==> src/rtl/pipeline_fwd_core_if.sv <==
`default_nettype none
// +----------------------------------------------------------------------------+
// | pipeline_fwd_core_if : fetch, writeback, status and debug bus of the core   |
// | Revision 1.0                                                                |
// +----------------------------------------------------------------------------+
interface pipeline_fwd_core_if #(
  parameter int DATA_W = 16,
  parameter int PC_W   = 12
);
  logic              inst_valid;
  logic [15:0]       inst;
  logic              inst_ready;
  logic [PC_W-1:0]   fetch_pc;
  logic              redirect;
  logic              wb_valid;
  logic [3:0]        wb_rd;
  logic [DATA_W-1:0] wb_data;
  logic              mult_busy;
  logic [3:0]        dbg_addr;
  logic [DATA_W-1:0] dbg_data;

  modport master (
    output inst_valid, inst, dbg_addr,
    input  inst_ready, fetch_pc, redirect, wb_valid, wb_rd, wb_data,
           mult_busy, dbg_data
  );

  modport slave (
    input  inst_valid, inst, dbg_addr,
    output inst_ready, fetch_pc, redirect, wb_valid, wb_rd, wb_data,
           mult_busy, dbg_data
  );
endinterface
`default_nettype wire

==> src/rtl/pipeline_fwd_core.sv <==
`default_nettype none
// +----------------------------------------------------------------------------+
// | pipeline_fwd_core : 3-stage (D/E/M) core with full forwarding, iterative    |
// | multiplier and HI/LO. Revision 1.0                                          |
// +----------------------------------------------------------------------------+
module pipeline_fwd_core #(
  parameter int DATA_W   = 16,
  parameter int NREG     = 16,
  parameter int PC_W     = 12,
  parameter int MULT_LAT = 4
) (
  input  logic               clk,
  input  logic               reset,
  pipeline_fwd_core_if.slave bus
);

  localparam logic [3:0] c_op_add  = 4'h0;
  localparam logic [3:0] c_op_sub  = 4'h1;
  localparam logic [3:0] c_op_slti = 4'h2;
  localparam logic [3:0] c_op_and  = 4'h3;
  localparam logic [3:0] c_op_or   = 4'h4;
  localparam logic [3:0] c_op_xor  = 4'h5;
  localparam logic [3:0] c_op_andi = 4'h6;
  localparam logic [3:0] c_op_ori  = 4'h7;
  localparam logic [3:0] c_op_xori = 4'h8;
  localparam logic [3:0] c_op_addi = 4'h9;
  localparam logic [3:0] c_op_subi = 4'hA;
  localparam logic [3:0] c_op_jmp  = 4'hB;
  localparam logic [3:0] c_op_brz  = 4'hC;
  localparam logic [3:0] c_op_mfl  = 4'hD;
  localparam logic [3:0] c_op_mfh  = 4'hE;
  localparam logic [3:0] c_op_mult = 4'hF;
  localparam int         c_cnt_w   = $clog2(MULT_LAT + 1);

  typedef enum logic [0:0] {
    MS_IDLE = 1'b0,
    MS_BUSY = 1'b1
  } mult_state_t;

  logic [DATA_W-1:0]   r_rf [NREG];
  logic [DATA_W-1:0]   r_hi, r_lo;
  logic [PC_W-1:0]     r_fetch_pc;
  logic                r_d_valid;
  logic [15:0]         r_d_inst;
  logic [PC_W-1:0]     r_d_pc;
  logic                r_e_valid, r_e_wb;
  logic [3:0]          r_e_op, r_e_rd, r_e_imm;
  logic [DATA_W-1:0]   r_e_rs_val, r_e_rt_val;
  logic                r_wb_valid;
  logic [3:0]          r_wb_rd;
  logic [DATA_W-1:0]   r_wb_data;
  logic [DATA_W-1:0]   r_mult_a, r_mult_b;
  logic [c_cnt_w-1:0]  r_mult_cnt;
  mult_state_t         r_mstate, w_mstate_next;

  logic [3:0]          w_d_op, w_d_rd, w_d_rs, w_d_rt;
  logic                w_d_wb, w_d_mul_use;
  logic [DATA_W-1:0]   w_rs_val, w_rt_val;
  logic                w_redirect, w_stall, w_inst_ready, w_xfer;
  logic [PC_W-1:0]     w_target;
  logic [DATA_W-1:0]   w_e_imm, w_e_result;
  logic                w_mult_start, w_mult_busy, w_hilo_load;
  logic [2*DATA_W-1:0] w_product;

  function automatic logic [DATA_W-1:0] f_rf_rd(input logic [3:0] idx);
    if (int'(idx) < NREG) return r_rf[idx];
    return '0;
  endfunction

  // Youngest producer wins: E result, then the registered writeback, then the RF.
  function automatic logic [DATA_W-1:0] f_src(input logic [3:0] idx);
    if (int'(idx) >= NREG)                          return '0;
    if (r_e_valid && r_e_wb && (r_e_rd == idx))     return w_e_result;
    if (r_wb_valid && (r_wb_rd == idx))             return r_wb_data;
    return r_rf[idx];
  endfunction

  assign w_d_op      = r_d_inst[15:12];
  assign w_d_rd      = r_d_inst[11:8];
  assign w_d_rs      = r_d_inst[7:4];
  assign w_d_rt      = r_d_inst[3:0];
  assign w_d_wb      = (w_d_op <= c_op_subi) || (w_d_op == c_op_mfl) || (w_d_op == c_op_mfh);
  assign w_d_mul_use = (w_d_op == c_op_mfl) || (w_d_op == c_op_mfh) || (w_d_op == c_op_mult);
  assign w_rs_val    = f_src(w_d_rs);
  assign w_rt_val    = f_src(w_d_rt);

  assign w_redirect = r_d_valid && ((w_d_op == c_op_jmp) ||
                                    ((w_d_op == c_op_brz) && (w_rs_val == '0)));
  assign w_target   = (w_d_op == c_op_jmp) ? PC_W'(r_d_inst[11:0])
                    : r_d_pc + PC_W'(1) + PC_W'($signed({w_d_rd, w_d_rt}));

  assign w_mult_busy  = (r_mstate == MS_BUSY);
  assign w_mult_start = r_e_valid && (r_e_op == c_op_mult);
  assign w_stall      = r_d_valid && w_d_mul_use && (w_mult_busy || w_mult_start);
  assign w_inst_ready = !reset && !w_stall && !w_redirect;
  assign w_xfer       = bus.inst_valid && w_inst_ready;

  assign w_e_imm = DATA_W'(r_e_imm);

  always_comb begin
    w_e_result = '0;
    case (r_e_op)
      c_op_add:  w_e_result = r_e_rs_val + r_e_rt_val;
      c_op_sub:  w_e_result = r_e_rs_val - r_e_rt_val;
      c_op_slti: w_e_result = DATA_W'(r_e_rt_val > w_e_imm);
      c_op_and:  w_e_result = r_e_rt_val & r_e_rs_val;
      c_op_or:   w_e_result = r_e_rt_val | r_e_rs_val;
      c_op_xor:  w_e_result = r_e_rt_val ^ r_e_rs_val;
      c_op_andi: w_e_result = r_e_rt_val & w_e_imm;
      c_op_ori:  w_e_result = r_e_rt_val | w_e_imm;
      c_op_xori: w_e_result = r_e_rt_val ^ w_e_imm;
      c_op_addi: w_e_result = r_e_rt_val + w_e_imm;
      c_op_subi: w_e_result = r_e_rt_val - w_e_imm;
      c_op_mfl:  w_e_result = r_lo;
      c_op_mfh:  w_e_result = r_hi;
      default:   w_e_result = '0;
    endcase
  end

  always_ff @(posedge clk or posedge reset) begin
    if (reset) begin
      r_fetch_pc <= '0;
      r_d_valid  <= 1'b0;
      r_d_inst   <= '0;
      r_d_pc     <= '0;
      r_e_valid  <= 1'b0;
      r_e_wb     <= 1'b0;
      r_e_op     <= '0;
      r_e_rd     <= '0;
      r_e_imm    <= '0;
      r_e_rs_val <= '0;
      r_e_rt_val <= '0;
      r_wb_valid <= 1'b0;
      r_wb_rd    <= '0;
      r_wb_data  <= '0;
    end else begin
      if (w_redirect)  r_fetch_pc <= w_target;
      else if (w_xfer) r_fetch_pc <= r_fetch_pc + PC_W'(1);

      if (w_redirect) begin
        r_d_valid <= 1'b0;
      end else if (!w_stall) begin
        r_d_valid <= w_xfer;
        r_d_inst  <= bus.inst;
        r_d_pc    <= r_fetch_pc;
      end

      r_e_valid  <= r_d_valid && !w_stall;
      r_e_wb     <= w_d_wb;
      r_e_op     <= w_d_op;
      r_e_rd     <= w_d_rd;
      r_e_imm    <= w_d_rs;
      r_e_rs_val <= w_rs_val;
      r_e_rt_val <= w_rt_val;

      r_wb_valid <= r_e_valid && r_e_wb;
      if (r_e_valid && r_e_wb) begin
        r_wb_rd   <= r_e_rd;
        r_wb_data <= w_e_result;
      end
    end
  end

  always_ff @(posedge clk or posedge reset) begin
    if (reset) begin
      for (int i = 0; i < NREG; i++) r_rf[i] <= '0;
    end else if (r_wb_valid && (int'(r_wb_rd) < NREG)) begin
      r_rf[r_wb_rd] <= r_wb_data;
    end
  end

  assign w_product = {{DATA_W{1'b0}}, r_mult_a} * {{DATA_W{1'b0}}, r_mult_b};

  always_comb begin
    w_mstate_next = r_mstate;
    w_hilo_load   = 1'b0;
    case (r_mstate)
      MS_IDLE: if (w_mult_start) w_mstate_next = MS_BUSY;
      MS_BUSY: begin
        if (r_mult_cnt == c_cnt_w'(1)) begin
          w_mstate_next = MS_IDLE;
          w_hilo_load   = 1'b1;
        end
      end
      default: w_mstate_next = MS_IDLE;
    endcase
  end

  always_ff @(posedge clk or posedge reset) begin
    if (reset) begin
      r_mstate   <= MS_IDLE;
      r_mult_cnt <= '0;
      r_mult_a   <= '0;
      r_mult_b   <= '0;
      r_hi       <= '0;
      r_lo       <= '0;
    end else begin
      r_mstate <= w_mstate_next;
      if (w_mult_start) begin
        r_mult_a   <= r_e_rs_val;
        r_mult_b   <= r_e_rt_val;
        r_mult_cnt <= c_cnt_w'(MULT_LAT);
      end else if (w_mult_busy) begin
        r_mult_cnt <= r_mult_cnt - c_cnt_w'(1);
      end
      if (w_hilo_load) {r_hi, r_lo} <= w_product;
    end
  end

  assign bus.inst_ready = w_inst_ready;
  assign bus.fetch_pc   = r_fetch_pc;
  assign bus.redirect   = w_redirect;
  assign bus.wb_valid   = r_wb_valid;
  assign bus.wb_rd      = r_wb_rd;
  assign bus.wb_data    = r_wb_data;
  assign bus.mult_busy  = w_mult_busy;
  assign bus.dbg_data   = f_rf_rd(bus.dbg_addr);

endmodule
`default_nettype wire

==> src/flat_wrapper.sv <==
// flat-port wrapper written by rule: the top's interface ports become plain ports
module pipeline_fwd_core_flat 
#(
  parameter int DATA_W   = 16,
  parameter int NREG     = 16,
  parameter int PC_W     = 12,
  parameter int MULT_LAT = 4
)
  (clk, reset, bus_inst_valid, bus_inst, bus_dbg_addr, bus_inst_ready, bus_fetch_pc, bus_redirect, bus_wb_valid, bus_wb_rd, bus_wb_data, bus_mult_busy, bus_dbg_data);
  pipeline_fwd_core_if #(.DATA_W(DATA_W), .PC_W(PC_W)) bus_i ();
  input  logic clk;
  input  logic reset;
  input wire logic [$bits(bus_i.inst_valid)-1:0] bus_inst_valid;
  input wire logic [$bits(bus_i.inst)-1:0] bus_inst;
  input wire logic [$bits(bus_i.dbg_addr)-1:0] bus_dbg_addr;
  output wire logic [$bits(bus_i.inst_ready)-1:0] bus_inst_ready;
  output wire logic [$bits(bus_i.fetch_pc)-1:0] bus_fetch_pc;
  output wire logic [$bits(bus_i.redirect)-1:0] bus_redirect;
  output wire logic [$bits(bus_i.wb_valid)-1:0] bus_wb_valid;
  output wire logic [$bits(bus_i.wb_rd)-1:0] bus_wb_rd;
  output wire logic [$bits(bus_i.wb_data)-1:0] bus_wb_data;
  output wire logic [$bits(bus_i.mult_busy)-1:0] bus_mult_busy;
  output wire logic [$bits(bus_i.dbg_data)-1:0] bus_dbg_data;
  assign bus_i.inst_valid = bus_inst_valid;
  assign bus_i.inst = bus_inst;
  assign bus_i.dbg_addr = bus_dbg_addr;
  assign bus_inst_ready = bus_i.inst_ready;
  assign bus_fetch_pc = bus_i.fetch_pc;
  assign bus_redirect = bus_i.redirect;
  assign bus_wb_valid = bus_i.wb_valid;
  assign bus_wb_rd = bus_i.wb_rd;
  assign bus_wb_data = bus_i.wb_data;
  assign bus_mult_busy = bus_i.mult_busy;
  assign bus_dbg_data = bus_i.dbg_data;
  pipeline_fwd_core #(.DATA_W(DATA_W), .NREG(NREG), .PC_W(PC_W), .MULT_LAT(MULT_LAT)) u_core (.clk(clk), .reset(reset), .bus(bus_i));
endmodule
==> config.mk <==
export PLATFORM = sky130hd
export DESIGN_NAME = pipeline_fwd_core_flat
export DESIGN_NICKNAME = d
export VERILOG_FILES = /design/src/rtl/pipeline_fwd_core_if.sv /design/src/rtl/pipeline_fwd_core.sv /design/src/flat_wrapper.sv
export SDC_FILE = /design/constraint.sdc
export NUM_CORES = 2
export LEC_CHECK = 0
export CAP_MARGIN = 20
export CORE_UTILIZATION = 44
export CTS_CLUSTER_DIAMETER = 30
export CTS_CLUSTER_SIZE = 28
export DETAILED_ROUTE_END_ITERATION = 10
export GPL_TIMING_DRIVEN = 0
export PLACE_DENSITY_LB_ADDON = 0.05
export SYNTH_ARGS = -nofsm -noshare
export SYNTH_HDL_FRONTEND = slang
export SYNTH_SLANG_ARGS = --single-unit
==> constraint.sdc <==
create_clock -name clk -period 29.4 [get_ports clk]
set_clock_uncertainty 0.2 [all_clocks]
set_input_delay 2.94 -clock clk [delete_from_list [all_inputs] [get_ports clk]]
set_output_delay 2.94 -clock clk [all_outputs]
set_load 0.1 [all_outputs]
==> out/metrics.yaml <==
grt_usage: 0.325
min_path_type: "register to register"
layout-drive-gt1-share: 0.233
worstPathRequired_ns: 26.26
gp_congestion: 0.952
synthXorXnorAreaFrac: 0.0212
seq_area_frac_synth: 0.305
clk_pin_slew_ns: 0.04
syn_avg_cell_area_um2: 11.2
synth_seq_cells: 432
irDropWorstVdd_mv: 0.0564
antenna_found_initial: 2
period_minus_slack_ns: 11.53
worstSetupEndpointType: "primary output"
fin_hold_ws_ns: 0.166
wirelength_um: 130000
synth_flop_cell: "dfrtp_1"
die-area_mm2: 0.0818
antenna_left: 0
post-dp-hpwl_um: 99400
path_max_fanout: 10
yosys_warnings: 0
drv_cap: 0
hold_end: "u_core.r_e_imm[2]"
die_w_um: 286
worstSetupPathType: "register to primary output"
ff2ff_setup_slack_ns: 21.39
cts_setup_buffers: 0
start_util: 0.447
synth-compound-area-share: 0.0773
drv_slew: 0
clk_latency_ns: 0.66
cts_buffer_depth: 3
hold_path.startpoint: "u_core.r_d_inst[6]"
via_per_inst: 6.06
cp.arrival_ns: 8.39
tns_ns: 0
grt_first_pass_wirelength_um: 194000
drc: 0
vias: 27440
synthDistinctLibCells: 80
areaGrowthSynthToFinish_pct: 17.8
status: "complete, no violations"
hold_depth: 0
syn_area_mm2: 0.0355
synth_edf_count: 0
muxShareOfSynthArea: 0.253
synth_simple_gate_area_frac: 0.108
synthArstFlopShare: 1.00
drtIter0Drc: 2012
finalCritPeriodShare: 0.392
rsz0062_at_grt: "false"
synth_top_family_by_area: "multiplexers"
cts_tree: "yes"
grt-ovfl-total: 0
root_buffer: "clkbuf_16"
ios: 75
grt_pass1_vias: 29048
die_y_um: 286
port_buffers: 70
relSlewSlack: 0.168
r2r_start: "u_core.r_mult_b[7]"
critPathLaunchType: "register"
syn_inst: 3176
power_density_mw_per_mm2: 84.7
ctsHoldBuffers: 0
row_count: 103
worst_pin_slew_ns: 1.25
setup_viol: 0
finalHoldViolCount: 0
max_freq_mhz: 86.7
htreeDepth: 3
reg2reg_depth: 24
grt_max_degree: 117
syn_nets: 3590
cts-buffers-inserted: 106
r2r_end: "u_core.r_hi[15]"
firstDrtPassIters: 6
leakage_uw: 0.0190
core_area_mm2: 0.0794
wire_per_inst_um: 28.7
cts_resized: 0
cts_sinks: 432
synthAdderAreaFrac: 0.180
nNetsFinal: 3798
critical path, stage by stage (launching register included):
cell	delay, ns
dfrtp_1	0.38
clkbuf_1	0.41
nor2b_1	0.56
and2_1	0.28
clkbuf_1	0.40
nand2_1	0.11
o21ai_0	0.10
ha_1	0.20
inv_1	0.06
fa_1	0.43
nand3b_1	0.20
a31oi_1	0.51
o21a_1	0.18
nor3_1	0.04
nor4b_1	0.69
and3_1	0.26
o311a_1	0.29
nand4_1	0.28
o21ai_0	0.91
buf_6	0.28
clkdlybuf4s50_1	1.15
state kept, by name (all words and copies together), names as in the netlist, 3 cells and up:
signal and count:
u_core.r_e_rt_val 16, u_core.r_mult_b 16, u_core.r_d_inst 16, u_core.r_e_rs_val 16, u_core.r_e_op 4, u_core.r_d_pc 12
u_core.r_e_imm 4, u_core.bus.wb_rd 4, u_core.r_lo 16, u_core.r_hi 16, u_core.r_rf 256, u_core.r_mult_a 16
u_core.r_e_rd 4, u_core.bus.wb_data 16, u_core.r_mult_cnt 3, u_core.bus.fetch_pc 12
synthesized netlist by cell type, drive strengths merged, types with 23 or more instances:
master	count	share of area
inv	288	0.030
xor2	40	0.0099
mux2	308	0.098
nor3	45	0.0063
a211oi	28	0.0059
clkbuf	163	0.017
mux4	232	0.15
dfrtp	432	0.30
nand3	28	0.0040
a21o	31	0.0066
o21ai	137	0.019
buf	55	0.0075
xnor2	46	0.011
a21oi	73	0.010
mux2i	29	0.0082
and2	129	0.023
fa	198	0.11
nand2b	27	0.0048
nand2	304	0.032
ha	193	0.068
nor2b	23	0.0041
nor2	91	0.0096
layout make-up:
cell class,count,area [um^2]
inverters,288,1090
clock inverters,66,868
repair buffers,100,1190
diodes,1,2.50
plain buffers,218,883
fillers,7010,37600
well taps,1050,1310
clock buffers,132,2920
multi-input cells,2238,22700
flip-flops and latches,432,10800
through the flow:
| step | power (uW) | instances | util | setup WS, ns | area (um^2) |
|---|---|---|---|---|---|
| 5_1_grt | 3690 | 4524 | 0.526 | 17.59 | 41800 |
| 4_1_cts | 3530 | 4521 | 0.526 | 17.90 | 41800 |
| 6_report | 3540 | 4525 | 0.526 | 17.87 | 41800 |
| 3_3_place_gp | 2260 | 4296 | 0.472 | 8.80 | 37500 |
| 3_5_place_dp | 2290 | 4323 | 0.478 | 18.60 | 38000 |
| 2_1_floorplan | 1850 | 3176 | - | 14.21 | 35500 |
cells by family after synthesis:
logic type               count (synthesis)
adder cells (fa/ha/maj)                391
multiplexers                           569
AO/OA/AOI/OAI                          421
AND/OR/NAND/NOR                        771
flip-flops                             432
buffers and inverters                  506
XOR/XNOR                                86
worst max-delay path by stage:
stage / from / cells after the start / end / slack (ns)
finish: u_core.r_e_op[3] / 20 / bus_redirect / 17.87
global route: u_core.r_e_op[3] / 20 / bus_redirect / 17.59
CTS: u_core.r_e_op[3] / 20 / bus_redirect / 17.90
detailed placement: u_core.r_e_op[3] / 20 / bus_redirect / 18.60
global placement: reset / 2 / u_core.r_rf[66] / 8.80
floorplan: reset / 1 / u_core.bus.fetch_pc[0] / 14.21
per-layer routing:
layer,wire length (um),up-vias,global-route usage
met5,11,-,0
met4,7780,2,0.178
met3,8130,386,0.0581
met2,63600,1134,0.547
met1,50400,14180,0.395
li1,-,11738,-
cells in the final DEF (no fill, tap or decap), types with 13 or more instances in the layout:
cell type	synthesis	layout
clkbuf_16	0	107
buf_8	0	18
and2_1	129	129
a21oi_1	73	73
nor2_1	91	91
nand2_1	304	304
or3_1	13	13
and3_1	18	18
nand4_1	18	18
clkbuf_1	162	172
nor2b_1	23	23
nor4_1	16	15
nand2b_1	27	27
dfrtp_1	432	432
clkbuf_8	0	15
ha_1	193	193
a211oi_1	28	28
clkinv_2	0	19
mux2_2	308	308
nor3_1	45	44
bufinv_16	0	15
a21o_1	31	31
mux2i_1	29	29
fa_1	198	198
a22oi_1	13	13
buf_2	20	25
mux4_2	232	232
inv_1	288	287
buf_1	30	26
xnor2_1	46	46
xor2_1	40	40
a31oi_1	20	20
o21ai_0	137	137
clkdlybuf4s50_1	0	70
nand3_1	28	28
where the power goes:
part           switching (uW)  internal (uW)  total [uW]
logic                     832            541        1370
clock network             390            835        1230
registers                 188            752         940
total                    1410           2130        3540
(Power assumes the default switching activity.)
